### src/rtl/seq_shift_unit.sv
// Iterative one-bit-per-clock shift unit for fixed-point scaling by powers of two.
// It reports the last bit shifted out and a sticky OR of all bits shifted out, so downstream logic can round.
module seq_shift_unit #(
    parameter int WIDTH   = 32,
    parameter int SHAMT_W = 5
) (
    input  logic               clk,
    input  logic               rst_n,
    input  logic               start,
    input  logic [WIDTH-1:0]   a,
    input  logic [SHAMT_W-1:0] shamt,
    input  logic [1:0]         mode,
    output logic               busy,
    output logic               done,
    output logic [WIDTH-1:0]   o,
    output logic               lsb_out,
    output logic               sticky
);

    localparam logic [1:0] MODE_ASR = 2'b00;
    localparam logic [1:0] MODE_LSR = 2'b01;
    localparam logic [1:0] MODE_LSL = 2'b10;
    localparam logic [1:0] MODE_ROR = 2'b11;

    generate
        if (WIDTH < 2 || SHAMT_W != $clog2(WIDTH)) begin : g_param_check
            $error("seq_shift_unit: WIDTH must be >= 2 and SHAMT_W must equal clog2(WIDTH)");
        end
    endgenerate

    typedef enum logic [1:0] {
        ST_IDLE  = 2'd0,
        ST_SHIFT = 2'd1,
        ST_DONE  = 2'd2
    } state_t;

    state_t             state_reg;
    logic [WIDTH-1:0]   work_reg;
    logic [SHAMT_W-1:0] cnt_reg;
    logic [1:0]         mode_reg;
    logic               sticky_reg;

    logic [WIDTH-1:0]   shr_next;
    logic [WIDTH-1:0]   shl_next;
    logic [WIDTH-1:0]   work_next;
    logic               fill_bit;
    logic               out_bit;
    logic               sticky_next;

    // The bit entering at the MSB on a right step decides between arithmetic, logical and rotate.
    always_comb begin
        fill_bit = 1'b0;
        case (mode_reg)
            MODE_ASR: fill_bit = work_reg[WIDTH-1];
            MODE_ROR: fill_bit = work_reg[0];
            default:  fill_bit = 1'b0;
        endcase
    end

    genvar gi;
    generate
        for (gi = 0; gi < WIDTH - 1; gi++) begin : g_step
            assign shr_next[gi]   = work_reg[gi+1];
            assign shl_next[gi+1] = work_reg[gi];
        end
    endgenerate
    assign shr_next[WIDTH-1] = fill_bit;
    assign shl_next[0]       = 1'b0;

    assign work_next   = (mode_reg == MODE_LSL) ? shl_next : shr_next;
    assign out_bit     = (mode_reg == MODE_LSL) ? work_reg[WIDTH-1] : work_reg[0];
    // A rotated bit is not lost, so it never contributes to the sticky rounding flag.
    assign sticky_next = sticky_reg | (out_bit & (mode_reg != MODE_ROR));

    always_ff @(posedge clk) begin
        if (!rst_n) begin
            state_reg  <= ST_IDLE;
            work_reg   <= '0;
            cnt_reg    <= '0;
            mode_reg   <= MODE_ASR;
            sticky_reg <= 1'b0;
            busy       <= 1'b0;
            done       <= 1'b0;
            o          <= '0;
            lsb_out    <= 1'b0;
            sticky     <= 1'b0;
        end else begin
            case (state_reg)
                ST_IDLE: begin
                    done <= 1'b0;
                    if (start) begin
                        work_reg   <= a;
                        cnt_reg    <= shamt;
                        mode_reg   <= mode;
                        sticky_reg <= 1'b0;
                        busy       <= 1'b1;
                        if (shamt != '0) begin
                            state_reg <= ST_SHIFT;
                        end else begin
                            state_reg <= ST_DONE;
                            done      <= 1'b1;
                            o         <= a;
                            lsb_out   <= 1'b0;
                            sticky    <= 1'b0;
                        end
                    end
                end
                ST_SHIFT: begin
                    work_reg   <= work_next;
                    cnt_reg    <= cnt_reg - 1'b1;
                    sticky_reg <= sticky_next;
                    // Results are loaded on the final step so they are valid while done is high.
                    if (cnt_reg == SHAMT_W'(1)) begin
                        state_reg <= ST_DONE;
                        done      <= 1'b1;
                        o         <= work_next;
                        lsb_out   <= out_bit;
                        sticky    <= sticky_next;
                    end
                end
                ST_DONE: begin
                    state_reg <= ST_IDLE;
                    done      <= 1'b0;
                    busy      <= 1'b0;
                end
                default: begin
                    state_reg <= ST_IDLE;
                    done      <= 1'b0;
                    busy      <= 1'b0;
                end
            endcase
        end
    end

endmodule

### config.mk
export PLATFORM = sky130hd
export DESIGN_NAME = seq_shift_unit
export DESIGN_NICKNAME = d
export VERILOG_FILES = /design/src/rtl/seq_shift_unit.sv
export SDC_FILE = /design/constraint.sdc
export NUM_CORES = 1
export LEC_CHECK = 0
export CAP_MARGIN = 30
export CORE_UTILIZATION = 45
export DETAILED_ROUTE_END_ITERATION = 10
export DONT_BUFFER_PORTS = 1
export PLACE_DENSITY_LB_ADDON = 0.05
export SETUP_SLACK_MARGIN = 0.02
export SYNTH_ARGS = -nofsm -noshare
export SYNTH_HDL_FRONTEND = slang
export SYNTH_SLANG_ARGS = --single-unit
### constraint.sdc
create_clock -name clk -period 2.67 [get_ports clk]
set_input_delay 0.534 -clock clk [delete_from_list [all_inputs] [get_ports clk]]
set_output_delay 0.534 -clock clk [all_outputs]
set_load 0.01 [all_outputs]
Yosys cells after proc, flatten, opt, wreduce, memory -nomap -nowiden:

Cells that the tools add are included.

* flip-flop bits (word level): 78

* $add $sub $neg: 1
* equality and inequality tests: 8
* multiplexer cells: 29
* bitwise operators: 3
* reductions and logical operators: 9

Operator list (count)
* 32-bit two-way mux: 5
* 32-bit case mux with 2 select lines: 2
* 1-bit case mux with 2 select lines: 6
* 1-bit two-way mux: 10
* 5-bit case mux with 2 select lines: 1
* 2-bit inequality test (second input constant): 4
* 2-bit AND reduction: 4
* 2-bit two-way mux: 3
* 5-bit by 1-bit equality test with 1-bit output (second input constant): 1
* 5-bit two-way mux: 1
* 5-bit nonzero test: 1
* 5-bit by 1-bit subtractor with 5-bit output (second input constant): 1
* 2-bit equality test (second input constant): 2
* 2-bit zero test: 2
* 2-bit case mux with 2 select lines: 1
* 4-bit AND reduction: 1
* 2-bit by 1-bit equality test with 1-bit output (second input constant): 1
* 2-bit nonzero test: 1
* 1-bit AND: 1
* 1-bit NOT: 1
* 1-bit bitwise OR: 1

Logic depth before layout (Yosys ltp):

* word-level depth: 6
* mapped depth: 8

Worst setup path after synthesis:

OpenSTA, ideal clock, no wires.

* path type: register to register
* start: register mode_reg[0]
* end: register work_reg[11]
* setup time: 0.132 ns
* data arrival time: 1.783 ns
* required time: 2.538 ns
* setup slack: 0.755 ns
* cell stages (with the launch flop): 9
* period minus slack after synthesis: 1.915 ns
* path through: dfxtp_1 > inv_1 > ha_1 > buf_2 > clkbuf_1 > mux2_2 > mux2_1 > nand2_1 > a21oi_1

* cells in the longest elaborated chain, start to end: 3

RTL lines
* start, declared: line 40 `logic [1:0] mode_reg;`
* start signal, assigned: line 94 `mode_reg <= mode;`
* 2-bit equality test: line 70 `assign work_next = (mode_reg == MODE_LSL) ? shl_next : shr_next;`
* 32-bit two-way mux: line 70
* 32-bit case mux with 2 select lines: line 88 `case (state_reg)`
* end signal, assigned: line 109 `work_reg <= work_next;`
* end, declared: line 38 `logic [WIDTH-1:0] work_reg;`

No other way between the ends.
A chain may end at the register's enable or synchronous reset.

Final worst setup path:

* start: register state_reg[0]
* end: register work_reg[13]

* cells in the longest elaborated chain, start to end: 3

RTL lines
* start, declared: line 37 `state_t state_reg;`
* start signal, assigned: line 77 `state_reg <= ST_IDLE;`
* start signal, assigned: line 98 `state_reg <= ST_SHIFT;`
* start signal, assigned: line 100 `state_reg <= ST_DONE;`
* 2-bit by 1-bit equality test with 1-bit output / 2-bit zero test (equally long branches): line 88
* 2-bit nonzero test (no source line) / 2-bit inequality test (equally long branches)
* 2-bit AND reduction (no source line)

Parallel ways exist; a longest one is shown, timed or not.

==> summary.md <==
| Metric | Value |
|---|---|
| Outcome | `finished clean` |
| Width of the die | `95.0 um` |
| Mean post-synth cell area | `8.69 um^2` |
| Max-cap check violation count | `0` |
| Synth Net Count | `495` |
| Inst Count DP | `526` |
| Via count of the first global-routing pass | `2933` |
| Final setup vio count | `0` |
| Launch point of the worst hold path | `rst_n` |
| Effective utilization at floorplan | `0.469` |
| Number of DRC violations after detailed routing | `0` |
| FMAX | `0.493 GHz` |
| Clock Sinks | `78` |
| Most area-consuming cells after synthesis | `sky130_fd_sc_hd__dfxtp_1 (40%), sky130_fd_sc_hd__mux2_1 (12%), sky130_fd_sc_hd__nand2_1 (9.3%), sky130_fd_sc_hd__o211ai_1 (6.8%), sky130_fd_sc_hd__mux2_2 (5.2%)` |
| Synthesized cell area | `3890 um^2` |
| Cell taking the most area after synthesis | `sky130_fd_sc_hd__dfxtp_1` |
| Transition at the pin with the smallest max-transition slack | `0.694 ns` |
| Peak per-stage delay on the critical path | `0.78 ns` |
| Initial DRT Pass Iterations | `4` |
| Total length of routed met2 wires | `4.08 mm` |
| Std-Cell Rows | `33` |
| Nature of the critical path startpoint | `flip-flop` |
| Antenna violations before repair | `0` |
| Buffers added on ports | `0` |
| Worst setup skew after layout | `0.0114 ns` |
| Synth cell count leaders | `sky130_fd_sc_hd__nand2_1 (96), sky130_fd_sc_hd__dfxtp_1 (78), sky130_fd_sc_hd__mux2_1 (42)` |
| Number of CTS-inserted buffers | `9` |
| Reg2reg path depth | `5` |
| Final cell count without fillers | `542` |
| Seq cells post-synth | `78` |
| Cell count of the worst hold path | `2` |
| CTS Root Buffer Type | `sky130_fd_sc_hd__clkbuf_8` |
| Clk pin slew, worst setup/hold paths | `0.09 ns` |
| Number of vias in the routed layout | `3037` |
| First-pass GRT wire length | `15.2 mm` |
| Final worst path period share | `0.759` |
| Hold Path Class | `input port to flip-flop` |
| Die span in y | `95.0 um` |
| Critical Path Sink Type | `flip-flop` |
| Area share of the leading cell type in the synthesized netlist | `0.401` |
| Insertion delay of the later-clocked pin in the worst-skew pair | `0.35 ns` |
| RSZ-0062 raised after global routing | `no` |
| Origin of the critical flop-to-flop path | `state_reg[0]` |
| Cts repair resizes | `0` |
| Number of diodes added for antenna fixing | `0` |
| Met1 Routed Length | `4.64 mm` |
| Total negative setup slack | `0 ns` |
| Antenna violation net count after detailed routing | `0` |
| Placed cell areas | `3940 um^2` |
| Maximum level of the CTS H-tree | `3` |
| Post-detailed-route via-to-cell ratio | `5.60` |
| Worst Hold Path EP | `o[19]` |
| Cell with the most instances after synthesis | `sky130_fd_sc_hd__nand2_1` |
| Met3 routed WL | `494 um` |
| Fraction of final layout cells with drive strength greater than 1 | `0.121` |
| Register-to-register setup slack | `0.64 ns` |
| Gate count of the mapped netlist | `448` |
| Primary flip-flop cell chosen by synthesis mapping | `sky130_fd_sc_hd__dfxtp_1` |
| Worst-path cell chain | `nor2b_4, buf_4, mux2_2, nand2_1, a21oi_1` |
| Uppermost routed layer | `met4` |
| Global routing usage summed across all routing layers | `0.220` |
| Terminus of the critical flop-to-flop path | `work_reg[13]` |
| Average detailed-routed wire length per instance | `17.2 um` |
| CTS hold repair buffers | `0` |
| Area growth syn-to-layout | `7.23%` |
| Number of pins with negative max-slew slack in the final report | `0` |
| Final RePlAce weighted congestion | `0.751` |
| Relative slew margins | `0.537` |
| Ys Warns | `0` |
| Number of placed I/O pins | `78` |
| Nets | `479` |
| Final standard cell area without fillers | `4170 um^2` |
| Largest net degree at the start of global routing | `68` |
| Final period demand of the worst path | `2.03 ns` |
| Standard cell with the maximum stage delay on the critical path | `sky130_fd_sc_hd__dfxtp_1` |
| Power Density | `669 nW/um^2` |
| Arrival time at the worst endpoint | `2.25 ns` |
| Leakage power | `1.54 nW` |
| Number of distinct standard cells referenced by the synthesized netlist | `38` |
| Power consumption | `2.79 mW` |
| Iter 0 DRT Violations | `105` |
| Core area | `8300 um^2` |
| Critical path required time | `2.89 ns` |
| Hold Violations, Final | `0` |
| Post-synth EDFFs | `0` |
| Maximum buffer depth of the clock tree | `2` |
| TritonCTS clock tree | `done` |
| Sequential share of the synthesized area | `0.401` |
| Post-CTS setup buffer count | `0` |
| Peak supply drop | `298 uV` |
| Fraction of synthesis flops using an asynchronous set or reset pin | `0` |
| Area enclosed by the die boundary | `9020 um^2` |
| Worst-path maximum fanout | `24` |
| Sum of routed wire length over all layers | `9.34 mm` |
| Kind of critical path | `flip-flop to flip-flop` |
| HPWL after detailed placement | `6.15 mm` |
| Overflow left after global routing | `0` |
==> power breakdown <==
part	leakage (nW)	total [mW]	internal (mW)	switching [mW]
clock network	0.112	1.08	0.620	0.457
registers	0.637	1.31	1.24	0.0730
logic	0.794	0.406	0.184	0.223
total	1.54	2.79	2.04	0.753
==> cells in the final DEF, fill, tap and decap left out, types with 3 or more instances in the layout <==
cell type	Yosys	routed
sky130_fd_sc_hd__o211ai_1	35	35
sky130_fd_sc_hd__bufinv_16	0	3
sky130_fd_sc_hd__mux2_1	42	42
sky130_fd_sc_hd__nor2_1	20	19
sky130_fd_sc_hd__ha_1	5	5
sky130_fd_sc_hd__nand2_1	96	96
sky130_fd_sc_hd__o21ai_1	32	32
sky130_fd_sc_hd__nand2b_1	4	4
sky130_fd_sc_hd__dfxtp_1	78	78
sky130_fd_sc_hd__inv_1	5	5
sky130_fd_sc_hd__mux2_2	18	18
sky130_fd_sc_hd__buf_4	6	12
sky130_fd_sc_hd__a21oi_1	40	40
sky130_fd_sc_hd__a211oi_1	6	6
sky130_fd_sc_hd__clkbuf_8	0	9
==> routing by layer <==
metal | global-route usage | up-vias
met4 | 0.0795 | 0
met2 | 0.339 | 60
met1 | 0.299 | 1416
met5 | 0 | -
met3 | 0.0515 | 11
li1 | - | 1550
==> metrics by stage <==
stage | hold slack [ns] | util | worst slack (ns)
2_1_floorplan | 0.436 | - | 0.755
3_3_place_gp | 0.444 | 0.474 | 0.695
3_5_place_dp | 0.454 | 0.474 | 0.654
4_1_cts | 0.298 | 0.503 | 0.646
5_1_grt | 0.299 | 0.503 | 0.498
6_report | 0.313 | 0.503 | 0.643
==> worst max-delay path, delay by kind of cell (launching register included) <==
family / cells / cell delay [ns]
AND/OR/NAND/NOR: 2 / 0.34
flip-flops: 1 / 0.78
buffers and inverters: 1 / 0.32
AO/OA/AOI/OAI: 1 / 0.05
multiplexers: 1 / 0.39
==> cell families (layout without fill, tap and decap cells) <==
family | Yosys count | after routing | synth area share
fa+ha+maj | 5 | 5 | 0.0161
mux | 61 | 61 | 0.176
simple gates | 132 | 132 | 0.145
compound gates | 126 | 126 | 0.202
flops | 78 | 78 | 0.401
buf+inv | 46 | 35 | 0.0592
==> worst max-delay path by stage <==
| stage | startpoint | endpoint | slack [ns] | depth (start not counted) |
|---|---|---|---|---|
| after global routing | state_reg[0] | work_reg[15] | 0.50 | 5 |
| after CTS | state_reg[0] | work_reg[13] | 0.65 | 5 |
| after detailed placement | state_reg[0] | work_reg[15] | 0.65 | 5 |
| after floorplan | mode_reg[0] | work_reg[11] | 0.75 | 8 |
| after global placement | state_reg[0] | work_reg[15] | 0.70 | 5 |
| final | state_reg[0] | work_reg[13] | 0.64 | 5 |
==> layout make-up <==
class | instances | area (um^2)
well taps | 105 | 131
flip-flops and latches | 78 | 1560
clock buffers | 10 | 128
repair buffers | 13 | 110
multi-input cells | 324 | 2110
fillers | 811 | 4130
clock inverters | 6 | 110
inverters | 6 | 22.5
Power figures use the tool's default switching activity.
